==> config.mk <==
export PLATFORM = sky130hd
export DESIGN_NAME = bayer_demosaic_param_flat
export DESIGN_NICKNAME = d
export VERILOG_FILES = /design/src/rtl/bayer_demosaic_param_if.sv /design/src/rtl/bayer_demosaic_param.sv /design/src/flat_wrapper.sv
export SDC_FILE = /design/constraint.sdc
export NUM_CORES = 1
export LEC_CHECK = 0
export BUFFER_PORTS_ARGS = -buffer_cell sky130_fd_sc_hd__buf_4
export CORE_ASPECT_RATIO = 1.4
export CORE_MARGIN = 3
export CORE_UTILIZATION = 60
export DETAILED_ROUTE_END_ITERATION = 8
export PLACE_DENSITY_LB_ADDON = 0.15
export SETUP_SLACK_MARGIN = 0.1
export SYNTH_ARGS = -nofsm -noshare
export SYNTH_HDL_FRONTEND = slang
export SYNTH_SLANG_ARGS = --single-unit
==> constraint.sdc <==
create_clock -name clk -period 4.5 [get_ports clk]
set_input_delay 0.9 -clock clk [delete_from_list [all_inputs] [get_ports clk]]
set_output_delay 0.9 -clock clk [all_outputs]
set_load 0.02 [all_outputs]
==> src/rtl/bayer_demosaic_param_if.sv <==
// bayer_demosaic_param_if: pixel input, per-colour frame-memory ports and done flag.
interface bayer_demosaic_param_if #(parameter int DW = 8, parameter int XW = 7, parameter int YW = 7);
  logic in_en;
  logic [DW-1:0] data_in;
  logic [1:0] cfa_mode;
  logic wr_r, wr_g, wr_b;
  logic [XW+YW-1:0] addr_r, addr_g, addr_b;
  logic [DW-1:0] wdata_r, wdata_g, wdata_b;
  logic [DW-1:0] rdata_r, rdata_g, rdata_b;
  logic done;
  modport master (
    input in_en, data_in, cfa_mode, rdata_r, rdata_g, rdata_b,
    output wr_r, wr_g, wr_b, addr_r, addr_g, addr_b, wdata_r, wdata_g, wdata_b, done
  );
  modport slave (
    output in_en, data_in, cfa_mode, rdata_r, rdata_g, rdata_b,
    input wr_r, wr_g, wr_b, addr_r, addr_g, addr_b, wdata_r, wdata_g, wdata_b, done
  );
endinterface

==> src/rtl/bayer_demosaic_param.sv <==
// bayer_demosaic_param: loads a raw Bayer frame into R/G/B memories, then fills missing colours per pixel.
// Define DEMOSAIC_BORDER_EN to also process border pixels using mirrored neighbours.
module bayer_demosaic_param #(
  parameter int DW = 8,
  parameter int XW = 7,
  parameter int YW = 7
) (
  input logic clk,
  input logic reset,
  bayer_demosaic_param_if.master bus
);
  localparam int AW = XW + YW;
  localparam logic [XW-1:0] XMAX = '1;
  localparam logic [YW-1:0] YMAX = '1;
`ifdef DEMOSAIC_BORDER_EN
  localparam logic [XW-1:0] XLO = '0;
  localparam logic [XW-1:0] XHI = XMAX;
  localparam logic [YW-1:0] YLO = '0;
  localparam logic [YW-1:0] YHI = YMAX;
`else
  localparam logic [XW-1:0] XLO = XW'(1);
  localparam logic [XW-1:0] XHI = XMAX - 1'b1;
  localparam logic [YW-1:0] YLO = YW'(1);
  localparam logic [YW-1:0] YHI = YMAX - 1'b1;
`endif
  typedef enum logic [2:0] {IDLE, LOAD, INIT, FETCH, CALC, WRITE, DONE} state_t;
  state_t r_state, w_next;
  logic [AW:0] r_cnt;
  logic [1:0] r_mode, r_rd_c, w_cc;
  logic [XW-1:0] r_row, w_nrow;
  logic [YW-1:0] r_col, w_ncol;
  logic [3:0] r_k;
  logic [DW-1:0] r_win [9];
  logic [2:0] r_wr;
  logic [AW-1:0] r_addr;
  logic [DW-1:0] r_wd_r, r_wd_g, r_wd_b, w_rd;
  logic [DW:0] w_sum_v, w_sum_h;
  logic [DW+1:0] w_sum_d, w_sum_x;
  logic [DW-1:0] w_avg_v, w_avg_h, w_avg_d, w_avg_x, w_dv, w_dh, w_g, w_val_r, w_val_b;
  logic w_hr, w_last;
  // 0=R, 1=G, 2=B; mode[1] flips which diagonal holds green, mode[0] picks the red row parity
  function automatic logic [1:0] colour(input logic [1:0] m, input logic pr, input logic pc);
    return ((pr ^ pc) != m[1]) ? 2'd1 : (pr == m[0]) ? 2'd0 : 2'd2;
  endfunction
  // Neighbour k (row-major 3x3) of (row,col), reflected at the image edge
  function automatic logic [AW-1:0] nb_addr(input logic [XW-1:0] row, input logic [YW-1:0] col,
                                            input logic [3:0] k);
    logic [XW-1:0] rr;
    logic [YW-1:0] cc;
    rr = (k < 4'd3) ? ((row == '0) ? XW'(1) : row - 1'b1) :
         (k > 4'd5) ? ((row == XMAX) ? XMAX - 1'b1 : row + 1'b1) : row;
    cc = (k == 4'd0 || k == 4'd3 || k == 4'd6) ? ((col == '0) ? YW'(1) : col - 1'b1) :
         (k == 4'd2 || k == 4'd5 || k == 4'd8) ? ((col == YMAX) ? YMAX - 1'b1 : col + 1'b1) : col;
    return {rr, cc};
  endfunction
  assign w_rd = (r_rd_c == 2'd0) ? bus.rdata_r : (r_rd_c == 2'd1) ? bus.rdata_g : bus.rdata_b;
  assign w_sum_v = r_win[1] + r_win[7];
  assign w_sum_h = r_win[3] + r_win[5];
  assign w_sum_d = r_win[0] + r_win[2] + r_win[6] + r_win[8];
  assign w_sum_x = w_sum_v + w_sum_h;
  assign w_avg_v = DW'((w_sum_v + 1'b1) >> 1);
  assign w_avg_h = DW'((w_sum_h + 1'b1) >> 1);
  assign w_avg_d = DW'((w_sum_d + 2'd2) >> 2);
  assign w_avg_x = DW'((w_sum_x + 2'd2) >> 2);
  assign w_dv = (r_win[1] > r_win[7]) ? r_win[1] - r_win[7] : r_win[7] - r_win[1];
  assign w_dh = (r_win[3] > r_win[5]) ? r_win[3] - r_win[5] : r_win[5] - r_win[3];
  assign w_g = (w_dv < w_dh) ? w_avg_v : (w_dh < w_dv) ? w_avg_h : w_avg_x;
  assign w_cc = colour(r_mode, r_row[0], r_col[0]);
  assign w_hr = r_row[0] == r_mode[0];
  assign w_val_r = (w_cc == 2'd1) ? (w_hr ? w_avg_h : w_avg_v) : w_avg_d;
  assign w_val_b = (w_cc == 2'd1) ? (w_hr ? w_avg_v : w_avg_h) : w_avg_d;
  assign w_last = (r_row == XHI) && (r_col == YHI);
  assign w_ncol = (r_col == YHI) ? YLO : r_col + 1'b1;
  assign w_nrow = (r_col == YHI) ? r_row + 1'b1 : r_row;
  always_ff @(posedge clk or negedge reset)
    if (!reset) r_state <= IDLE;
    else r_state <= w_next;
  always_comb begin
    w_next = r_state;
    case (r_state)
      IDLE:    w_next = bus.in_en ? LOAD : IDLE;
      LOAD:    w_next = r_cnt[AW] ? INIT : LOAD;
      INIT:    w_next = FETCH;
      FETCH:   w_next = (r_k == 4'd9) ? CALC : FETCH;
      CALC:    w_next = WRITE;
      WRITE:   w_next = w_last ? DONE : FETCH;
      DONE:    w_next = IDLE;
      default: w_next = IDLE;
    endcase
  end
  always_ff @(posedge clk or negedge reset)
    if (!reset) begin
      r_cnt <= '0;
      r_mode <= '0;
      r_rd_c <= '0;
      r_row <= '0;
      r_col <= '0;
      r_k <= '0;
      r_win <= '{default: '0};
      r_wr <= '0;
      r_addr <= '0;
      r_wd_r <= '0;
      r_wd_g <= '0;
      r_wd_b <= '0;
    end else begin
      r_wr <= '0;
      // colour of the address now on the bus, aligned with its read data next cycle
      r_rd_c <= colour(r_mode, r_addr[YW], r_addr[0]);
      case (r_state)
        IDLE: if (bus.in_en) begin
          r_mode <= bus.cfa_mode;
          r_cnt <= (AW+1)'(1);
          r_wr <= 3'b001 << colour(bus.cfa_mode, 1'b0, 1'b0);
          r_addr <= '0;
          {r_wd_r, r_wd_g, r_wd_b} <= {3{bus.data_in}};
        end
        LOAD: if (bus.in_en && !r_cnt[AW]) begin
          r_cnt <= r_cnt + 1'b1;
          r_wr <= 3'b001 << colour(r_mode, r_cnt[YW], r_cnt[0]);
          r_addr <= r_cnt[AW-1:0];
          {r_wd_r, r_wd_g, r_wd_b} <= {3{bus.data_in}};
        end
        INIT: begin
          r_row <= XLO;
          r_col <= YLO;
          r_k <= '0;
          r_addr <= nb_addr(XLO, YLO, 4'd0);
        end
        FETCH: begin
          r_k <= r_k + 1'b1;
          if (r_k < 4'd8) r_addr <= nb_addr(r_row, r_col, r_k + 1'b1);
          if (r_k != 4'd0) r_win[r_k - 1'b1] <= w_rd;
        end
        CALC: begin
          r_wr <= ~(3'b001 << w_cc);
          r_addr <= {r_row, r_col};
          r_wd_r <= w_val_r;
          r_wd_g <= w_g;
          r_wd_b <= w_val_b;
        end
        WRITE: begin
          r_row <= w_nrow;
          r_col <= w_ncol;
          r_k <= '0;
          r_addr <= nb_addr(w_nrow, w_ncol, 4'd0);
        end
        default: ;
      endcase
    end
  assign bus.wr_r = r_wr[0];
  assign bus.wr_g = r_wr[1];
  assign bus.wr_b = r_wr[2];
  assign bus.addr_r = r_addr;
  assign bus.addr_g = r_addr;
  assign bus.addr_b = r_addr;
  assign bus.wdata_r = r_wd_r;
  assign bus.wdata_g = r_wd_g;
  assign bus.wdata_b = r_wd_b;
  assign bus.done = r_state == DONE;
endmodule

==> src/flat_wrapper.sv <==
// flat-port wrapper written by rule: the top's interface ports become plain ports
module bayer_demosaic_param_flat 
#(
  parameter int DW = 8,
  parameter int XW = 7,
  parameter int YW = 7
)
  (clk, reset, bus_in_en, bus_data_in, bus_cfa_mode, bus_rdata_r, bus_rdata_g, bus_rdata_b, bus_wr_r, bus_wr_g, bus_wr_b, bus_addr_r, bus_addr_g, bus_addr_b, bus_wdata_r, bus_wdata_g, bus_wdata_b, bus_done);
  bayer_demosaic_param_if #(.DW(DW), .XW(XW), .YW(YW)) bus_i ();
  input logic clk;
  input logic reset;
  input wire logic [$bits(bus_i.in_en)-1:0] bus_in_en;
  input wire logic [$bits(bus_i.data_in)-1:0] bus_data_in;
  input wire logic [$bits(bus_i.cfa_mode)-1:0] bus_cfa_mode;
  input wire logic [$bits(bus_i.rdata_r)-1:0] bus_rdata_r;
  input wire logic [$bits(bus_i.rdata_g)-1:0] bus_rdata_g;
  input wire logic [$bits(bus_i.rdata_b)-1:0] bus_rdata_b;
  output wire logic [$bits(bus_i.wr_r)-1:0] bus_wr_r;
  output wire logic [$bits(bus_i.wr_g)-1:0] bus_wr_g;
  output wire logic [$bits(bus_i.wr_b)-1:0] bus_wr_b;
  output wire logic [$bits(bus_i.addr_r)-1:0] bus_addr_r;
  output wire logic [$bits(bus_i.addr_g)-1:0] bus_addr_g;
  output wire logic [$bits(bus_i.addr_b)-1:0] bus_addr_b;
  output wire logic [$bits(bus_i.wdata_r)-1:0] bus_wdata_r;
  output wire logic [$bits(bus_i.wdata_g)-1:0] bus_wdata_g;
  output wire logic [$bits(bus_i.wdata_b)-1:0] bus_wdata_b;
  output wire logic [$bits(bus_i.done)-1:0] bus_done;
  assign bus_i.in_en = bus_in_en;
  assign bus_i.data_in = bus_data_in;
  assign bus_i.cfa_mode = bus_cfa_mode;
  assign bus_i.rdata_r = bus_rdata_r;
  assign bus_i.rdata_g = bus_rdata_g;
  assign bus_i.rdata_b = bus_rdata_b;
  assign bus_wr_r = bus_i.wr_r;
  assign bus_wr_g = bus_i.wr_g;
  assign bus_wr_b = bus_i.wr_b;
  assign bus_addr_r = bus_i.addr_r;
  assign bus_addr_g = bus_i.addr_g;
  assign bus_addr_b = bus_i.addr_b;
  assign bus_wdata_r = bus_i.wdata_r;
  assign bus_wdata_g = bus_i.wdata_g;
  assign bus_wdata_b = bus_i.wdata_b;
  assign bus_done = bus_i.done;
  bayer_demosaic_param #(.DW(DW), .XW(XW), .YW(YW)) u_core (.clk(clk), .reset(reset), .bus(bus_i));
endmodule
Word level (Yosys, flattened, before mapping)
Cells that the tools add are included.
Widths: inputs -> output; s select.
{"block": "totals", "ff_bits": 153, "in_bits": 37, "out_inout_bits": 70, "wordCells": 171}
{"block": "classes", "addsub": 23, "magnitude_cmp": 9, "eq_ne": 27, "n_shift": 3, "mux": 56, "bitwise": 5, "n_reduce_logical": 27}
{"operator": "$mux 8", "count": 13}
{"operator": "$mux 7", "count": 12}
{"operator": "$pmux 14 s6", "count": 1}
{"operator": "$bwmux 72", "count": 1}
{"operator": "$pmux 8 s3", "count": 3}
{"operator": "$mux 14", "count": 3}
{"operator": "$demux 8 s4", "count": 1}
{"operator": "$sub 8x8->8", "count": 4}
{"operator": "$mux 15", "count": 2}
{"operator": "$pmux 15 s2", "count": 1}
{"operator": "$eq 7x7->1 const B", "count": 4}
{"operator": "$logic_not 7->1", "count": 4}
{"operator": "$pmux 7 s2", "count": 2}
{"operator": "$sub 7x1->7 const B", "count": 4}
{"operator": "$add 8x8->9", "count": 3}
{"operator": "$add 10x2->10 const B", "count": 2}
{"operator": "$add 10x8->10", "count": 2}
{"operator": "$add 9x1->9 const B", "count": 2}
{"operator": "$mux 2", "count": 9}
{"operator": "$pmux 3 s6", "count": 1}
{"operator": "$gt 8x8->1", "count": 2}
{"operator": "$lt 8x8->1", "count": 2}
{"operator": "$add 15x1->15 const B", "count": 1}
{"operator": "$add 7x1->7 const B", "count": 2}
{"operator": "41 further kinds", "count": 69}

Logic depth before layout (Yosys ltp)
Gate-level depths: netlist of the first run.
{"block": "logic_depth", "ltp_word": 8, "ltp_mapped": 22, "ltp_nobuf": 20}

Least setup slack after synthesis of the first run
OpenSTA, ideal clock, no wires.
{"block": "synth_path", "path_kind": "register -> register", "startpoint": "register u_core.r_win[56] (netlist name)", "endpoint": "register u_core.r_wd_g[0] (netlist: u_core.bus.wdata_g[0])", "setup_ns": 0.082, "arrival_ns": 4.042, "required_ns": 4.418, "path_slack_ns": 0.376, "path_stages_with_launch": 23, "n_path_buf": 2, "synth_period_minus_slack_ns": 4.124, "cell_sequence": "dfrtp_1 inv_1 ha_1 inv_1 fa_1 a211oi_1 o21ai_1 a31oi_2 nor2_1 buf_4 a211o_1 nor4_1 nor3_1 xnor2_1 ha_1 a21o_1 a21o_1 a21oi_1 o21ai_0 clkbuf_1 o311ai_0 o211ai_1 a31oi_1"}
{"block": "synth_via", "elab_chain_len": 6, "elab_cells_between_ends": 13, "cone_classes": "add/sub (6); order compare (3); mux (4)"}
{"item": "from (decl)", "line_no": "bayer_demosaic_param.sv:33", "source": "logic [DW-1:0] r_win [9];"}
{"item": "from (signal, indexed assignment)", "line_no": "bayer_demosaic_param.sv:132", "source": "if (r_k != 4'd0) r_win[r_k - 1'b1] <= w_rd;"}
{"item": "$add 8x8->9 (tied with other cells)", "line_no": "bayer_demosaic_param.sv:57", "source": "assign w_sum_v = r_win[1] + r_win[7];"}
{"item": "$add 9x9->10 or $mux 8 (tied branches)", "line_no": "bayer_demosaic_param.sv:60, bayer_demosaic_param.sv:65"}
{"item": "$add 10x2->10 or $lt 8x8->1 (tied branches)", "line_no": "bayer_demosaic_param.sv:64, bayer_demosaic_param.sv:67"}
{"item": "$mux 8", "line_no": "bayer_demosaic_param.sv:67", "source": "assign w_g = (w_dv < w_dh) ? w_avg_v : (w_dh < w_dv) ? w_avg_h : w_avg_x;"}
{"item": "$mux 8 (*)", "line_no": "bayer_demosaic_param.sv:67"}
{"item": "$pmux 8 s3 (*)", "line_no": "bayer_demosaic_param.sv:109", "source": "case (r_state)"}
{"item": "to (signal assigned)", "line_no": "bayer_demosaic_param.sv:115", "source": "{r_wd_r, r_wd_g, r_wd_b} <= {3{bus.data_in}};"}
{"item": "to (signal assigned)", "line_no": "bayer_demosaic_param.sv:121", "source": "{r_wd_r, r_wd_g, r_wd_b} <= {3{bus.data_in}};"}
{"item": "to (signal assigned)", "line_no": "bayer_demosaic_param.sv:138", "source": "r_wd_g <= w_g;"}
{"item": "to (decl)", "line_no": "bayer_demosaic_param.sv:36", "source": "logic [DW-1:0] r_wd_r, r_wd_g, r_wd_b, w_rd;"}
Every way passes the cells marked *; elsewhere a longest branch is shown, timed or not.
A chain may end at the register's enable or synchronous reset.

Worst setup path after layout of the first run
{"block": "layout_path", "startpoint": "register u_core.r_win[56] (netlist name)", "endpoint": "register u_core.r_wd_g[6] (netlist: u_core.bus.wdata_g[6])"}
Same word-level chain as after synthesis.

==> out/results.ini, run 1 <==
[synth]
ys_top_cells_by_area = dfrtp_1, ha_1, mux2_2
number_of_warnings_reported_in_the_yosys_synthesis_log = 0
fraction_of_synthesized_cell_area_taken_by_the_top_area_cell_type = 0.289
avg_cell_area_syn_um2 = 8.80
number_of_unique_standard_cell_types_used_by_synthesis = 83
synth_async_sr_flop_share = 1.00
main_flop_type_after_synthesis = dfrtp_1
synth_seq_area_share = 0.289
syn_inst = 1424
synth.cell_area_um2 = 12500
synth_seq_cells = 145
syn-num-nets = 1583
edff_count_synth = 0
yosys.area.top_type = dfrtp_1

[global_routing]
grtUsageTotal = 0.297
first_pass_grt_wire_length_um = 53700
grt_remaining_overflow = 0
antenna_found_initial = 0
pin_count_of_the_biggest_net_entering_global_routing = 95
first_global_vias = 10552

[sta]
layout_min_cycle_time_ps = 4300
post-route-period-util = 0.957
slew_viol_final = 0
skew_ps = 11.9
worst_hold_slack_ps = 503
timing.setup.tns_ps = 0
report.final.hold_viol_count = 0
worst-slew-pin-transition_ps = 1260
setup_viol = 0
finalWorstSetupSlack_ps = 195
worst_slew_margin_relative_to_its_limit = 0.153
rsz0062_at_grt = false
maxClockFrequency_mhz = 232

[setup_path]
cp.arrival_ps = 4620
r2r-start = u_core.r_win[56]
r2r_slack_ps = 200
r2r_cells = 21
setup.worst_path.class = reg2reg
critical_path.startpoint_type = flop
critical_path_peak_fanout = 8
cp_endpoint_kind = flop
timing.critical_path.required_ps = 4820
cp-startpoint = u_core.r_win[56]

[die]
floorplan.die_area_um2 = 22700
placement_rows = 61
die-width_um = 128
pin_count = 107
initial_core_util = 0.620
core_region_area_um2 = 20200
chip_height_um = 177

[power]
clock_power_share = 0.296
power.internal_w = 0.00287
power_frac_seq = 0.326
netSwitchingFraction = 0.393
largest_voltage_drop_on_the_vdd_net_uv = 309
power_switching_w = 0.00186
total_leakage_power_nw = 6.45
comb_power_share = 0.377
power.density_nw_per_um2 = 337

[clock_network]
cts_tree = done
cts-buffers-inserted = 17
insertion_delay_ps = 440
cts_htree_levels = 4
cts.path.max_buffers = 2
clock_sinks = 145
cts-hold-fix-buffers = 0
root_buffer = clkbuf_16
path_clk_slew_ps = 70

[cells_and_area]
most-common-layout-cells = dfrtp_1, buf_4, inv_1
syn_to_final_growth_pct = 12.1
nFillCells = 1611
nets = 1640
instances_no_fill = 1746
layout_commonest_cell = dfrtp_1
antenna_cells_inserted = 0
final_design_area_no_fill_um2 = 14000
drive_above_1_share = 0.202

[job]
max_cap_viol_count = 0

[route]
routed_via_density = 6.22
detail_route.wirelength_um = 34000
wire_per_inst_um = 19.5
antenna_violating_nets_post_route = 0
remaining_drc_errors = 0
drt_first_pass_iters = 7
first_iter_violations = 954
route.vias.total = 10868

[worst_hold_path]
holdCritStartpoint = u_core.bus.wdata_g[2]
hold_path.class = reg2reg
worst_hold_path.num_cells = 1

[placed_design]
post-place-cells = 1701
numPortBuffers = 106
placed_instance_area_um2 = 13300
pre_cts_ws_ps = 55.0
finalWeightedCongestion = 0.937
dp_hpwl_um = 25700

[status]
status = complete, no violations

## state kept, by name (all words and copies together) (netlist names)
name and flops:
u_core.bus.addr_b 14, u_core.bus.wdata_b 8, u_core.bus.wdata_g 8, u_core.bus.wdata_r 8, u_core.r_cnt 15, u_core.r_col 7
u_core.r_k 4, u_core.r_mode 2, u_core.r_rd_c 2, u_core.r_row 7, u_core.r_state 3, u_core.r_win 64
u_core.r_wr 3
## cell type report
| cell class | count | area [um^2] | area share |
|---|---|---|---|
| Clock buffer | 17 | 425 | 0.0303 |
| Clock inverter | 15 | 144 | 0.0102 |
| Inverter | 112 | 420 | 0.0299 |
| Multi-Input combinational cell | 1065 | 8060 | 0.573 |
| Sequential cell | 145 | 3630 | 0.258 |
| Tap cell | 252 | 315 | 0.0224 |
| Timing Repair Buffer | 140 | 1060 | 0.0753 |
## worst max-delay path, stage by stage (launching register included)
cell	delay, ps
dfrtp_1	410
inv_1	70
ha_1	160
inv_1	60
fa_2	380
a211oi_2	200
o21ai_1	100
a31oi_2	260
nor2_4	110
mux2_4	350
nor4_4	260
nor3_2	80
xnor2_1	210
ha_1	290
a21o_1	170
a21o_1	210
a21oi_2	160
o21ai_1	100
buf_4	170
buf_4	140
nor3_1	190
a211oi_1	80
## synth_stat cells (11+ instances only)
| library cell | number |
|---|---|
| mux2_2 | 75 |
| a31oi_1 | 13 |
| xor2_1 | 39 |
| nor2_1 | 92 |
| ha_1 | 107 |
| nand2_1 | 108 |
| inv_1 | 112 |
| mux2i_1 | 37 |
| a21o_1 | 14 |
| xnor2_1 | 51 |
| a211oi_1 | 12 |
| o211ai_1 | 15 |
| buf_2 | 17 |
| nor3_1 | 36 |
| a21oi_1 | 73 |
| dfrtp_1 | 145 |
| buf_4 | 30 |
| nand2b_1 | 22 |
| and2_1 | 11 |
| o21ai_0 | 87 |
| a221oi_1 | 11 |
| fa_1 | 15 |
| or3_1 | 12 |
| clkbuf_1 | 52 |
| nand3_1 | 30 |
| and3_1 | 13 |
| o21ai_1 | 13 |
## logic make-up after synthesis
| group | after synthesis | synth area share |
|---|---|---|
| adder cells (fa/ha/maj) | 122 | 0.131 |
| XOR/XNOR | 93 | 0.0668 |
| flip-flops | 145 | 0.289 |
| buffers and inverters | 214 | 0.0754 |
| multiplexers | 112 | 0.0969 |
| AO/OA/AOI/OAI | 342 | 0.182 |
| AND/OR/NAND/NOR | 396 | 0.158 |
## power groups by stage
stage                     registers, W  clock network [W]  logic [W]
after detailed placement       0.00157                  0    0.00169
after global routing           0.00156            0.00147    0.00194
final                          0.00154            0.00140    0.00179
after global placement         0.00156                  0    0.00165
after floorplan                0.00155                  0    0.00117
after CTS                      0.00154            0.00141    0.00170
## stage by stage
step | utilization | power, W
5_1_grt | 0.695 | 0.00496
6_report | 0.695 | 0.00473
3_3_place_gp | 0.657 | 0.00321
3_5_place_dp | 0.657 | 0.00325
2_1_floorplan | - | 0.00272
4_1_cts | 0.686 | 0.00465
## per-layer routing
| metal | global-route usage | vias up | part of all wire |
|---|---|---|---|
| met5 | 0 | - | 0 |
| met4 | 0.159 | 0 | 0.053 |
| met3 | 0.0405 | 109 | 0.044 |
| met2 | 0.543 | 415 | 0.53 |
| met1 | 0.329 | 5230 | 0.38 |
| li1 | - | 5114 | - |
## timing repair
item	CTS	global route
pin swaps	1	11
gates resized for setup	1	21
buffers inserted	1	12
endpoints found under the setup margin	6	11
## final timing paths
kind	end
max in group asynchronous	u_core.r_col[6]
min in group asynchronous	u_core.r_cnt[13]
hold / removal	u_core.bus.wdata_g[2]
setup reg to reg	u_core.bus.wdata_g[6]
hold reg to reg	u_core.bus.wdata_g[2]
setup / recovery	u_core.bus.wdata_g[6]
Power figures use the tool's default switching activity.
==> inputs of run 2 (changes only) <==
CORE_MARGIN = default   (was 3)
==> out/results.ini, run 2 (same netlist as run 1, synthesis figures left out) <==
[status]
status = complete, no violations  ; unchanged

[clock_network]
cts-buffers-inserted = 17  ; unchanged
path_clk_slew_ps = 60  ; was 70 ps
cts.path.max_buffers = 2  ; unchanged
cts_tree = done  ; unchanged
cts_htree_levels = 4  ; unchanged
insertion_delay_ps = 440  ; about the same
root_buffer = clkbuf_16  ; unchanged
clock_sinks = 145  ; unchanged
cts-hold-fix-buffers = 0  ; unchanged

[power]
total_leakage_power_nw = 6.45  ; about the same
power_switching_w = 0.00175  ; was 0.00186 W
power.internal_w = 0.00314  ; was 0.00287 W
power.density_nw_per_um2 = 348  ; was 337 nW/um^2
clock_power_share = 0.333  ; was 0.296
largest_voltage_drop_on_the_vdd_net_uv = 300  ; was 309 uV
fin_total_pwr_w = 0.00489  ; was 0.00473 W
power_frac_seq = 0.316  ; was 0.326
netSwitchingFraction = 0.358  ; was 0.393
comb_power_share = 0.350  ; was 0.377

[die]
floorplan.die_area_um2 = 21500  ; was 22700 um^2
die-width_um = 124  ; was 128 um
pin_count = 107  ; unchanged
initial_core_util = 0.612  ; was 0.620
core_region_area_um2 = 20500  ; was 20200 um^2
chip_height_um = 173  ; was 177 um
placement_rows = 62  ; was 61

[route]
drt_first_pass_iters = 5  ; was 7
route.vias.total = 10775  ; was 10.9k
wire_per_inst_um = 19.4  ; was 19.5 um
met3WireLength_um = 1280  ; was 1490 um
routed_via_density = 6.20  ; was 6.22
antenna_violating_nets_post_route = 0  ; unchanged
first_iter_violations = 756  ; was 954
detail_route.wirelength_um = 33700  ; was 34000 um
remaining_drc_errors = 0  ; unchanged
detail_route.wirelength.met1_um = 12600  ; was 12900 um
topRoutingLayerUsed = met4  ; unchanged
wl_met2_um = 17900  ; about the same

[cells_and_area]
largest-register = u_core.r_win  ; unchanged
syn_to_final_growth_pct = 12.0  ; was 12.1%
instances_no_fill = 1737  ; was 1746
nets = 1628  ; was 1640
layout_commonest_cell = dfrtp_1  ; unchanged
drive_above_1_share = 0.191  ; was 0.202
max_reg_flops = 64  ; unchanged
antenna_cells_inserted = 0  ; unchanged
most-common-layout-cells = dfrtp_1, buf_4, inv_1  ; unchanged

[sta]
post-route-period-util = 0.939  ; was 0.957
timing.setup.tns_ps = 0  ; unchanged
skew_ps = 7.00  ; was 11.9 ps
rsz0062_at_grt = true  ; was false
worst-slew-pin-transition_ps = 1280  ; was 1260 ps
layout_min_cycle_time_ps = 4220  ; was 4300 ps
maxClockFrequency_mhz = 237  ; was 232 MHz
slew_viol_final = 0  ; unchanged
report.final.hold_viol_count = 0  ; unchanged
worst_slew_margin_relative_to_its_limit = 0.142  ; was 0.153
finalWorstSetupSlack_ps = 277  ; was 195 ps
setup_viol = 0  ; unchanged

[global_routing]
grtUsageTotal = 0.323  ; was 0.297
first_pass_grt_wire_length_um = 53500  ; was 53700 um
pin_count_of_the_biggest_net_entering_global_routing = 95  ; unchanged
first_global_vias = 10570  ; about the same
grt_remaining_overflow = 0  ; unchanged
antenna_found_initial = 0  ; unchanged

[placed_design]
finalWeightedCongestion = 0.974  ; was 0.937
pre_cts_ws_ps = 56.3  ; was 55.0 ps
numPortBuffers = 106  ; unchanged
post-place-cells = 1703  ; was 1701
dp_hpwl_um = 25700  ; about the same

[worst_hold_path]
worst_hold_path.num_cells = 2  ; was 1
hold_path.class = reg2reg  ; unchanged

[setup_path]
cp.arrival_ps = 4540  ; was 4620 ps
critical_path.startpoint_type = flop  ; unchanged
setup.worst_path.class = reg2reg  ; unchanged
r2r_cells = 20  ; was 21
cp_endpoint_kind = flop  ; unchanged
critical_path_peak_fanout = 11  ; was 8
timing.critical_path.required_ps = 4820  ; about the same

[job]
max_cap_viol_count = 0  ; unchanged

run 2: repair_timing:
item | 4_1_cts | 5_1_grt
hold endpoints to repair | 0 | 0
setup buffers | 0 | 3
endpoints found under the setup margin | 1 | 9
gates resized for setup | 1 | 18
cloned | 0 | 0
pin swaps | 1 | 7
run 2: final timing paths:
check / startpoint / end / slack [ps]
hold reg to reg: u_core.bus.wdata_r[1] / u_core.bus.wdata_r[1] / 490
hold / removal: u_core.bus.wdata_r[1] / u_core.bus.wdata_r[1] / 490
max in group asynchronous: reset / u_core.r_rd_c[0] / 3070
setup reg to reg: u_core.r_win[56] / u_core.bus.wdata_g[7] / 280
min in group asynchronous: reset / u_core.r_cnt[12] / 540
setup / recovery: u_core.r_win[56] / u_core.bus.wdata_g[7] / 280
run 2: final cells by class:
| cell class | instances | area [um^2] |
|---|---|---|
| fill | 1661 | 6440 |
| clock inverter | 13 | 233 |
| inverter | 112 | 420 |
| multi-input combinational | 1065 | 8030 |
| timing repair buffer | 128 | 972 |
| sequential | 145 | 3630 |
| clock buffer | 18 | 429 |
| tap | 256 | 320 |
run 2: per-stage QoR:
stage,hold slack (ps),util,area (um^2)
after global placement,476,0.649,13300
final,495,0.685,14000
after detailed placement,480,0.649,13300
after floorplan,478,-,12500
after CTS,493,0.681,13900
after global routing,515,0.685,14000
run 2: layer usage:
| layer | global-route usage | up-vias |
|---|---|---|
| li1 | - | 5079 |
| met1 | 0.351 | 5205 |
| met2 | 0.576 | 361 |
| met3 | 0.0458 | 130 |
| met4 | 0.194 | 0 |
| met5 | 0 | - |
run 2: power groups by stage:
stage	registers (W)	logic [W]	clock network (W)
CTS	0.00154	0.00169	0.00165
global route	0.00156	0.00188	0.00170
detailed placement	0.00157	0.00167	0
global placement	0.00156	0.00165	0
finish	0.00155	0.00171	0.00163
floorplan	0.00155	0.00117	0
run 2: worst max-delay path, cell delays in order, from the launching register on:
cell	delay, ps
dfrtp_1	380
inv_1	60
ha_1	160
inv_1	60
fa_2	360
a211oi_2	190
o21ai_1	110
a31oi_2	310
nor2_4	130
mux2_4	350
nor4_4	250
nor3_1	110
xnor2_1	140
ha_1	320
a21o_1	170
a21o_1	180
a21oi_1	150
o21ai_1	110
buf_6	160
and2_4	170
a211o_1	250
